<file path="src/rtl/mips_pkg.sv">
// Shared definitions for the MIPS pipeline: datapath width, load-size
// encodings and the MEM/WB control record.
package mips_pkg;

  localparam int unsigned DATA_W = 32;

  localparam logic [4:0] REG_ZERO = 5'd0;

  typedef enum logic [1:0] {
    LS_WORD = 2'b00,
    LS_HALF = 2'b01,
    LS_BYTE = 2'b10,
    LS_RSVD = 2'b11
  } load_size_e;

  typedef struct packed {
    logic       valid;
    logic       regwrite;
    logic       memtoreg;
    load_size_e size;
    logic       load_unsigned;
    logic [4:0] dest;
    logic [1:0] offset;
  } wb_ctrl_t;

endpackage

</file>
<file path="src/rtl/load_extract.sv">
// Big-endian load extraction: selects a byte/half/word from the raw memory
// word and sign- or zero-extends it. Purely combinational.
module load_extract
  import mips_pkg::*;
(
  input  logic [31:0] data_i,
  input  logic [1:0]  offset_i,
  input  logic [1:0]  size_i,
  input  logic        unsigned_i,
  output logic [31:0] value_o,
  output logic        align_err_o
);

  logic [7:0]  byte_sel;
  logic [15:0] half_sel;
  logic        byte_sign;
  logic        half_sign;

  always_comb begin
    byte_sel = '0;
    unique case (offset_i)
      2'd0: byte_sel = data_i[31:24];
      2'd1: byte_sel = data_i[23:16];
      2'd2: byte_sel = data_i[15:8];
      2'd3: byte_sel = data_i[7:0];
      default: byte_sel = '0;
    endcase
  end

  // offset[0] is ignored for halves; the misalignment is flagged separately
  assign half_sel  = offset_i[1] ? data_i[15:0] : data_i[31:16];
  assign byte_sign = ~unsigned_i & byte_sel[7];
  assign half_sign = ~unsigned_i & half_sel[15];

  always_comb begin
    value_o = data_i;
    unique case (load_size_e'(size_i))
      LS_BYTE: value_o = {{24{byte_sign}}, byte_sel};
      LS_HALF: value_o = {{16{half_sign}}, half_sel};
      LS_WORD: value_o = data_i;
      LS_RSVD: value_o = data_i;
      default: value_o = data_i;
    endcase
  end

  assign align_err_o = (load_size_e'(size_i) == LS_HALF) && offset_i[0];

endmodule

</file>
<file path="src/rtl/mem_wb_writeback.sv">
// MEM/WB pipeline register and write-back stage: drives the register-file
// write port and the MEM/WB forwarding value, and counts retired instructions.
module mem_wb_writeback
  import mips_pkg::*;
#(
  parameter int unsigned DATA_W     = mips_pkg::DATA_W,
  parameter int unsigned CNT_W      = 32,
  parameter int unsigned ZERO_GUARD = 1
) (
  input  logic              clk,
  input  logic              rst,
  input  logic              MEM_Valid,
  input  logic              MEM_RegWrite,
  input  logic              MEM_MemtoReg,
  input  logic [1:0]        MEM_LoadSize,
  input  logic              MEM_LoadUnsigned,
  input  logic [DATA_W-1:0] MEM_ReadData,
  input  logic [DATA_W-1:0] MEM_ALUresult,
  input  logic [4:0]        MEM_RegDest,
  input  logic              Stall,
  input  logic              Flush,
  output logic              WB_Valid,
  output logic              WB_RegWrite,
  output logic [4:0]        WB_RegDest,
  output logic [DATA_W-1:0] WB_WriteData,
  output logic              WB_AlignErr,
  output logic [CNT_W-1:0]  RetireCount
);

  wb_ctrl_t          ctrl_q, ctrl_d;
  logic [DATA_W-1:0] rdata_q, rdata_d;
  logic [DATA_W-1:0] alu_q, alu_d;
  logic [CNT_W-1:0]  cnt_q, cnt_d;

  logic [DATA_W-1:0] load_val;
  logic              load_misalign;
  logic              align_err;
  logic              dest_ok;
  logic              retire;

  always_comb begin
    ctrl_d  = ctrl_q;
    rdata_d = rdata_q;
    alu_d   = alu_q;
    if (Flush) begin
      ctrl_d  = '0;
      rdata_d = '0;
      alu_d   = '0;
    end else if (!Stall) begin
      ctrl_d.valid         = MEM_Valid;
      ctrl_d.regwrite      = MEM_RegWrite;
      ctrl_d.memtoreg      = MEM_MemtoReg;
      ctrl_d.size          = load_size_e'(MEM_LoadSize);
      ctrl_d.load_unsigned = MEM_LoadUnsigned;
      ctrl_d.dest          = MEM_RegDest;
      ctrl_d.offset        = MEM_ALUresult[1:0];
      rdata_d              = MEM_ReadData;
      alu_d                = MEM_ALUresult;
    end
  end

  // An instruction leaves WB when the register advances; a flush also evicts it
  assign retire = ctrl_q.valid & (~Stall | Flush);

  always_comb begin
    cnt_d = cnt_q + {{(CNT_W-1){1'b0}}, retire};
  end

  always_ff @(posedge clk or negedge rst) begin
    if (!rst) begin
      ctrl_q  <= '0;
      rdata_q <= '0;
      alu_q   <= '0;
      cnt_q   <= '0;
    end else begin
      ctrl_q  <= ctrl_d;
      rdata_q <= rdata_d;
      alu_q   <= alu_d;
      cnt_q   <= cnt_d;
    end
  end

  load_extract u_load_extract (
    .data_i      (rdata_q),
    .offset_i    (ctrl_q.offset),
    .size_i      (ctrl_q.size),
    .unsigned_i  (ctrl_q.load_unsigned),
    .value_o     (load_val),
    .align_err_o (load_misalign)
  );

  assign align_err = load_misalign & ctrl_q.memtoreg & ctrl_q.valid;
  assign dest_ok   = (ZERO_GUARD == 0) || (ctrl_q.dest != REG_ZERO);

  assign WB_Valid     = ctrl_q.valid;
  assign WB_RegDest   = ctrl_q.dest;
  assign WB_WriteData = ctrl_q.memtoreg ? load_val : alu_q;
  assign WB_AlignErr  = align_err;
  assign WB_RegWrite  = ctrl_q.regwrite & ctrl_q.valid & ~align_err & dest_ok;
  assign RetireCount  = cnt_q;

endmodule

</file>
<file path="config.mk">
export PLATFORM = sky130hd
export DESIGN_NAME = mem_wb_writeback
export DESIGN_NICKNAME = d
export VERILOG_FILES = /design/src/rtl/mips_pkg.sv /design/src/rtl/load_extract.sv /design/src/rtl/mem_wb_writeback.sv
export SDC_FILE = /design/constraint.sdc
export NUM_CORES = 1
export LEC_CHECK = 0
export ABC_AREA = 1
export CORE_MARGIN = 4
export CORE_UTILIZATION = 55
export CTS_BUF_LIST = sky130_fd_sc_hd__clkbuf_4 sky130_fd_sc_hd__clkbuf_8
export CTS_CLUSTER_SIZE = 24
export DETAILED_ROUTE_END_ITERATION = 8
export PLACE_DENSITY = 0.95
export SETUP_SLACK_MARGIN = 0.5
export SYNTH_ARGS = -nofsm -noshare
export SYNTH_HDL_FRONTEND = slang
export SYNTH_SLANG_ARGS = --single-unit
</file>
<file path="constraint.sdc">
create_clock -name clk -period 4.3 [get_ports clk]
set_input_delay 0.86 -clock clk [delete_from_list [all_inputs] [get_ports clk]]
set_output_delay 0.86 -clock clk [all_outputs]
set_load 0.05 [all_outputs]
</file>
# Word level (Yosys, flattened, before mapping)
# Cells that the tools add are included.
# word_totals
reg_bits	109
latchBits	0
ram_bits	0
mem_bits_ro	0
in_bits	79
output_inout_bits	72
elab_cells	45
n_memories	0
# classes
addsub	1
multipliers	0
div_mod_pow	0
n_lt_le_gt_ge	0
n_eq_ne	7
shift	0
n_mux	10
n_bitwise	12
n_reduce_logical	5
# op_table
op	n
$mux 32	5
$pmux 32 s3	1
$add 32x1->32	1
$pmux 8 s4	1
$mux 13	2
$mux 16	1
$and 1x1->1	8
$eq 2x2->1 const B	4
$reduce_bool 5->1	1
$eq 2x1->1 const B	2
$logic_not 2->1	2
$not 1->1	3
$ne 2x1->1 const B	1
$reduce_or 2->1	1
$logic_and 1x1->1	1
$or 1x1->1	1

# Longest topological paths before layout
# Gate-level depths: netlist of run 1.
# logic_depth
word_depth	7
depth_mapped	13
depth_no_buf	12

# By module
# From an unflattened synthesis of run 1, not the netlist that was laid out.
# unflattened
hier_cells	881
hier_area_um2	6197.2
# modules_own_cells
mod	instances	cells_per_inst	area_per_inst_um2	seq_area_each_um2
mem_wb_writeback	1	633	5131.2	2677.6
load_extract	1	248	1066.0	0.0

# Worst setup path after synthesis of run 1
# No wires, ideal clock.
# synth_timing
kind	reg2out
from	register ctrl_q[8] (netlist name)
to	output WB_WriteData[12]
t_arrival_ns	2.031
required_time_ns	3.440
slack_ns	1.409
stages_incl_launch_ff	11
path_buffers	2
cell_sequence	dfrtp_1 inv_1 ha_1 buf_2 inv_1 nand2_1 buf_4 nand2_1 nand2_1 a21oi_1 a21oi_1
# synth_between
elab_chain_len	4
word_cells_on_any_way	7
classes_between	eq/ne (3); mux (2); reduce/logical (2)
# synth_lines
item	line_no	text
start, declared	mem_wb_writeback.sv:30	wb_ctrl_t ctrl_q, ctrl_d;
start signal, assigned	mem_wb_writeback.sv:76	ctrl_q <= ctrl_d;
$eq 2x2->1 or $logic_not 2->1 (tied branches)	load_extract.sv:37	unique case (load_size_e'(size_i))
$reduce_or 2->1 (no source line)	-	
$pmux 32 s3 *	load_extract.sv:37	
$mux 32 *	mem_wb_writeback.sv:97	assign WB_WriteData = ctrl_q.memtoreg ? load_val : alu_q;
end, declared	mem_wb_writeback.sv:25	output logic [DATA_W-1:0] WB_WriteData,
# Every way passes the cells marked *; elsewhere a longest branch is shown, timed or not.

==> results of run 1 <==
==> power by group through the flow <==
stage          Sequential (mW)  Clock (mW)  Combinational [mW]
5_1_grt                   1.15       0.749               0.741
6_report                  1.14       0.698               0.689
3_3_place_gp              1.15           0               0.680
4_1_cts                   1.14       0.708               0.690
3_5_place_dp              1.16           0               0.692
2_1_floorplan             1.23           0               0.345
==> kinds of logic after synthesis <==
| logic type | Yosys count | synth area share |
|---|---|---|
| adders and majority gates | 5 | 0.0104 |
| xor gates and xnor gates | 23 | 0.0336 |
| DFF | 107 | 0.447 |
| buffers and inverters | 91 | 0.0687 |
| AOI/OAI and AO/OA | 90 | 0.0823 |
| and+or+nand+nor | 522 | 0.358 |
==> path summary, 6_finish.rpt <==
kind	startpoint	to	slack, ns	cells past startpoint
worst max-delay path	alu_q[1]$_DFFE_PN0N_	WB_WriteData[26]	0.57	8
worst min-delay path	alu_q[25]$_DFFE_PN0N_	alu_q[25]$_DFFE_PN0N_	0.48	2
worst max register to register	WB_Valid$_DFFE_PN0N_	RetireCount[18]$_DFF_PN0_	2.20	10
worst min register to register	alu_q[25]$_DFFE_PN0N_	alu_q[25]$_DFFE_PN0N_	0.48	2
max in group asynchronous	rst	RetireCount[25]$_DFF_PN0_	2.69	2
min in group asynchronous	rst	ctrl_q[7]$_DFFE_PN0N_	0.67	1
==> what timing repair did <==
action                     in CTS  in global routing
cloned                          0                  0
setup endpoints to repair       9                 26
setup buffers                   0                  0
gates resized for setup         9                 27
==> Yosys cell counts (all sizes together) <==
cell | number | area share
nand2 | 386 | 0.24
nor3b | 1 | 0.0013
clkbuf | 15 | 0.0094
nor2 | 56 | 0.038
nand4 | 1 | 0.0036
inv | 42 | 0.026
a31oi | 6 | 0.0063
o211ai | 8 | 0.010
dfrtp | 107 | 0.45
nand3b | 7 | 0.0088
xnor2 | 10 | 0.015
o21ai | 33 | 0.028
buf | 34 | 0.033
ha | 5 | 0.010
a21oi | 43 | 0.038
nor3 | 3 | 0.0052
nand3 | 67 | 0.058
xor2 | 13 | 0.019
nor4 | 1 | 0.0010
==> registers in the layout (all words and copies together), names as in the netlist <==
register,count
RetireCount,32
WB_RegDest,5
WB_Valid,1
alu_q,31
ctrl_q,6
rdata_q,32
==> area by class of cell <==
class	instances	area (sq um)
Clock buffer	11	151
Clock inverter	4	73.8
Fill cell	822	2710
Inverter	42	161
Multi-Input combinational cell	640	2910
Sequential cell	107	2680
Tap cell	136	170
Timing Repair Buffer	160	1620
==> per-layer routing <==
layer / part of all wire / track usage / vias up
li1: - / - / 2885
met1: 0.39 / 0.349 / 2839
met2: 0.48 / 0.476 / 289
met3: 0.083 / 0.0685 / 74
met4: 0.045 / 0.123 / 0
met5: 0 / 0 / -
==> metrics by stage <==
step | area (sq um) | instances | hold WS [ns] | power [mW] | setup slack, ns
CTS | 7700 | 1100 | 0.483 | 2.54 | 0.506
finish | 7760 | 1100 | 0.481 | 2.53 | 0.572
global route | 7760 | 1100 | 0.496 | 2.64 | 0.302
global placement | 7490 | 1085 | 0.453 | 1.83 | 0.899
detailed placement | 7490 | 1085 | 0.459 | 1.85 | 0.819
floorplan | 5990 | 838 | 0.442 | 1.58 | 1.41
==> worst register-to-register path, stage by stage (launching register included) <==
cell     delay [ns]
dfrtp_1        0.39
inv_1          0.09
nor2_1         0.19
ha_1           0.27
ha_1           0.22
nand2_1        0.11
nor2_2         0.17
nand2_2        0.15
nor2_2         0.19
nand2_1        0.10
xnor2_1        0.14
==> results by group, run 1 <==
Finish
  – Area growth, synth to finish: 29.5%
  – Fin util: 0.741
  – Share of cells above drive strength 1: 0.0488
  – Commonest cells after routing, fill and taps aside: nand2_1 (384), clkdlybuf4s50_1 (119), dfrtp_1 (107)
  – Layout net count: 1044
  – Most common cell after layout, fill and taps aside: nand2_1
  – Antenna cells: 0

STA
  – Period utilisation layout: 0.867
  – Tmin final: 3.73 ns
  – Max Freq: 268 MHz
  – Measured slew at the worst slew-check pin: 1.10 ns
  – Slew headroom: 0.267
  – Final TNS setup: 0 ns
  – Clock Skews: 0.0118 ns
  – Number of setup violations in the final report: 0
  – Count of pins over their slew limit: 0
  – Final hold violations: 0
  – RSZ-0062 raised after global routing: true

Detailed routing
  – Via count: 6087
  – Final WL: 17600 um
  – Pre-antenna DRT Iters: 5
  – WL/cell: 16.0 um
  – Vias per inst: 5.53
  – # DRC: 0
  – Initial DRC Count: 582
  – Final ANT Viol Nets: 0

Power and ir drop
  – Logic pwr share: 0.272
  – Pwr per Cell Area: 326 mW/mm^2
  – Sequential share of power: 0.452
  – Net Sw Frac: 0.342
  – Peak supply drop: 0.000548 V
  – Sw Pwr: 0.866 mW
  – Pleak: 4.14 nW
  – Clk pwr share: 0.276
  – Int Power: 1.66 mW

Job
  – Max cap viols: 0

GRT
  – Initial antenna violation count: 0
  – GRT Overall Usage: 0.284
  – First-pass GRT wire length: 29200 um
  – Largest net degree at the start of global routing: 83
  – Congestion Overflow GR: 0
  – Vias in the first global route: 6184

Setup path
  – Critical path endpoint category: output pin
  – Critical path type: reg -> out
  – Worst path cell trace: inv_2 -> nand2_1 -> nand3_1 -> nand4_4 -> nand2_1 -> nand2_1 -> nand2_1 -> clkdlybuf4s50_1
  – Worst Path Arrival: 2.87 ns
  – Worst path top cell family by delay: buffers and inverters
  – Crit-path most repeated cell: nand2_1
  – Crit Path Max Fanout: 24
  – Crit start category: flop
  – Worst endpoint required time: 3.44 ns
  – Max stage delay on crit path: 0.79 ns
  – Slowest stage cell on the critical path: clkdlybuf4s50_1
  – WP buf/inv: 2

Clock tree
  – CTS Sinks: 107
  – Worst-path clk slew: 0.10 ns
  – Worst skew pair latency: 0.37 ns
  – Cts bufs inserted: 9
  – Root buffer cell: clkbuf_8
  – TritonCTS clock tree: yes
  – Hold-fix buffers, CTS: 0
  – Worst-case clock buffer depth: 2
  – H-tree depth: 3

Yosys
  – Yosys cell types: 30
  – Cells after Synth: 838
  – Yosys reg bits: 107
  – Mapped Area: 0.00599 sq mm
  – Synthesized area per cell: 7.15 sq um
  – Sequential area share after synthesis: 0.447
  – Warning count from the yosys run: 0
  – Syn nets: 922

Place
  – Number of buffers added on ports: 150
  – Hpwl dp: 12600 um
  – Gpl congestion: 0.975

Floorplan
  – Die area: 0.0126 sq mm
  – Io pins: 151
  – Standard-cell rows: 37
  – Die W: 112 um
  – Die Y: 112 um
  – Core ar.: 0.0105 sq mm
  – Initial core utilization: 0.572

Outcome
  – Status: completed

Worst hold path
  – HP Class: reg -> reg
No activity file was read; power rests on OpenSTA's default activity.
==> run 2: changes to the inputs <==
--- a/config.mk
+++ b/config.mk
@@ -9,7 +9,6 @@
 export CORE_MARGIN = 4
 export CORE_UTILIZATION = 55
 export CTS_BUF_LIST = sky130_fd_sc_hd__clkbuf_4 sky130_fd_sc_hd__clkbuf_8
-export CTS_CLUSTER_SIZE = 24
 export DETAILED_ROUTE_END_ITERATION = 8
 export PLACE_DENSITY = 0.95
 export SETUP_SLACK_MARGIN = 0.5
==> results of run 2 <==
The final DEF is identical to that of run 1; final timing and power are the same.
==> run 3: changes to the inputs <==
--- a/config.mk
+++ b/config.mk
@@ -7,11 +7,12 @@
 export LEC_CHECK = 0
 export ABC_AREA = 1
 export CORE_MARGIN = 4
-export CORE_UTILIZATION = 55
+export CORE_UTILIZATION = 51
 export CTS_BUF_LIST = sky130_fd_sc_hd__clkbuf_4 sky130_fd_sc_hd__clkbuf_8
 export DETAILED_ROUTE_END_ITERATION = 8
-export PLACE_DENSITY = 0.95
+export PLACE_DENSITY = 0.91
 export SETUP_SLACK_MARGIN = 0.5
+export SKIP_CTS_REPAIR_TIMING = 1
 export SYNTH_ARGS = -nofsm -noshare
 export SYNTH_HDL_FRONTEND = slang
 export SYNTH_SLANG_ARGS = --single-unit
==> constraint.sdc (replaced) <==
create_clock -name clk -period 3.7 [get_ports clk]
set_input_delay 0.74 -clock clk [delete_from_list [all_inputs] [get_ports clk]]
set_output_delay 0.74 -clock clk [all_outputs]
set_load 0.05 [all_outputs]
==> results by group, run 3 (same netlist as run 1, synthesis figures left out) <==
GRT
  – Congestion Overflow GR: 0 (unchanged)
  – First-pass GRT wire length: 27800 um (-4.9%)
  – Vias in the first global route: 5840 (-5.6%)
  – Initial antenna violation count: 0 (unchanged)
  – GRT Overall Usage: 0.263 (-0.0202)
  – Largest net degree at the start of global routing: 57 (-31%)

STA
  – RSZ-0062 raised after global routing: false
  – Clock Skews: 0.0109 ns (-0.000916 ns)
  – Slew headroom: 0.467 (+0.200)
  – Final hold violations: 0 (unchanged)
  – Max Freq: 332 MHz
  – Count of pins over their slew limit: 0 (unchanged)
  – Tmin final: 3.01 ns
  – Final TNS setup: 0 ns (unchanged)
  – Period utilisation layout: 0.814
  – Measured slew at the worst slew-check pin: 0.799 ns (-0.299 ns)
  – Number of setup violations in the final report: 0 (unchanged)

Clock tree
  – Cts bufs inserted: 9 (unchanged)
  – Worst-path clk slew: 0.11 ns (about the same)
  – H-tree depth: 3 (unchanged)
  – TritonCTS clock tree: yes
  – Root buffer cell: clkbuf_8
  – Worst-case clock buffer depth: 2 (unchanged)
  – Worst skew pair latency: 0.39 ns (+0.02 ns)
  – CTS Sinks: 107 (unchanged)

Floorplan
  – Initial core utilization: 0.522 (-0.0502)
  – Die W: 116 um (+3.6%)
  – Standard-cell rows: 39 (+5.4%)
  – Core ar.: 0.0115 sq mm (+9.6%)
  – Die area: 0.0135 sq mm (+7.3%)
  – Die Y: 116 um (+3.6%)
  – Io pins: 151 (unchanged)

Setup path
  – Critical path endpoint category: output pin
  – Worst R2R Start: WB_Valid$_DFFE_PN0N_
  – Crit start category: flop
  – Worst endpoint required time: 2.96 ns (-0.48 ns)
  – Worst Path Arrival: 2.27 ns (-0.60 ns)
  – Crit Path Max Fanout: 20 (-17%)
  – Critical path type: reg -> out
  – Critical Path Source: ctrl_q[8]$_DFFE_PN0N_

Job
  – Max cap viols: 0 (unchanged)

Detailed routing
  – Final WL: 17800 um (+1.0%)
  – Final ANT Viol Nets: 0 (unchanged)
  – Pre-antenna DRT Iters: 6 (+1)
  – # DRC: 0 (unchanged)
  – Via count: 6040 (-0.77%)
  – WL/cell: 16.0 um (-0.36%)
  – Vias per inst: 5.42 (-2.1%)
  – Initial DRC Count: 518 (-11%)

Finish
  – Area growth, synth to finish: 29.7%
  – Layout net count: 1051 (+0.67%)
  – Share of cells above drive strength 1: 0.0936 (+0.0449)
  – Number of fill cells: 960 (+17%)
  – Antenna cells: 0 (unchanged)
  – Final cell count without fillers: 1115 (+1.4%)
  – Fin util: 0.678 (-0.0639)
  – Commonest cells after routing, fill and taps aside: nand2_1 (383), clkdlybuf4s50_1 (115), dfrtp_1 (106)
  – Most common cell after layout, fill and taps aside: nand2_1

Place
  – Gpl congestion: 0.963 (-1.3%)
  – Hpwl dp: 12900 um (+1.9%)
  – Number of buffers added on ports: 150 (unchanged)
  – Dpl cells: 1095 (+0.92%)

Power and ir drop
  – Pwr per Cell Area: 368 mW/mm^2 (+13%)
  – Sequential share of power: 0.464 (+0.012)
  – Peak supply drop: 0.000507 V (-7.5%)
  – Net Sw Frac: 0.366 (+0.0237)
  – Pleak: 3.89 nW (-6.0%)
  – Logic pwr share: 0.290 (+0.018)
  – Int Power: 1.81 mW (+9.0%)
  – Sw Pwr: 1.05 mW (+21%)
  – Clk pwr share: 0.246 (-0.030)

Outcome
  – Status: completed

Worst hold path
  – HP Class: in -> async
run 3: cell count changes in the layout (fill, tap and decap cells not counted), sizes merged:
| cell | before | now |
|---|---|---|
| buf | 11 | 43 |
| dlymetal6s2s | 21 | 1 |
| clkbuf | 12 | 17 |
| dlygate4sd2 | 5 | 0 |
| clkdlybuf4s50 | 119 | 115 |
| clkdlybuf4s15 | 3 | 0 |
| bufinv | 2 | 0 |
| clkinv | 2 | 4 |
| inv | 41 | 43 |
| nand4 | 1 | 2 |
run 3: worst paths after layout:
kind | endpoint | slack [ns] | depth (start not counted)
worst max-delay path | WB_WriteData[2] | 0.69 | 9
worst max register to register | RetireCount[30]$_DFF_PN0_ | 1.66 | 11
worst min-delay path | rdata_q[16]$_DFFE_PN0N_ | 0.38 | 1
max in group asynchronous | RetireCount[30]$_DFF_PN0_ | 2.54 | 2
min in group clk | alu_q[17]$_DFFE_PN0N_ | 0.48 | 2
worst min register to register | alu_q[17]$_DFFE_PN0N_ | 0.48 | 2
run 3: layout make-up:
cell class	count	area (sq um)	share of cell area
timing repair buffer	166	1610	0.207
inverter	42	164	0.0211
tap	143	179	0.0230
clock buffer	10	138	0.0177
sequential	107	2680	0.345
multi-input combinational	641	2940	0.379
clock inverter	6	57.6	0.00741
run 3: power groups by stage:
stage	logic [mW]	registers, mW	clock network, mW
finish	0.829	1.33	0.703
global route	0.890	1.34	0.771
CTS	0.825	1.33	0.716
detailed placement	0.821	1.35	0
global placement	0.811	1.34	0
floorplan	0.401	1.43	0
run 3: through the flow:
step           hold slack, ns  area [sq um]  worst slack (ns)  total power, mW
2_1_floorplan           0.442          5990             0.929             1.83
3_3_place_gp            0.454          7540             0.576             2.15
3_5_place_dp            0.459          7540             0.506             2.17
4_1_cts                 0.398          7740            0.0679             2.87
5_1_grt                 0.412          7770             0.497             3.00
6_report                0.382          7770             0.689             2.86
run 3: critical path, cell delays in order, from the launching register on:
cell and delay [ns]:
dfrtp_1 0.39, inv_1 0.08, ha_2 0.33, clkinvlp_4 0.16, buf_4 0.22, a21oi_1 0.22
o211ai_1 0.13, nand2_1 0.10, nand2_1 0.09, buf_12 0.16
run 3: metal layers:
| metal | GRT usage | up-vias | wire length (um) |
|---|---|---|---|
| met3 | 0.0611 | 58 | 1480 |
| li1 | - | 2900 | - |
| met2 | 0.443 | 293 | 8510 |
| met1 | 0.333 | 2789 | 7170 |
| met4 | 0.0944 | 0 | 642 |
| met5 | 0 | - | 0 |
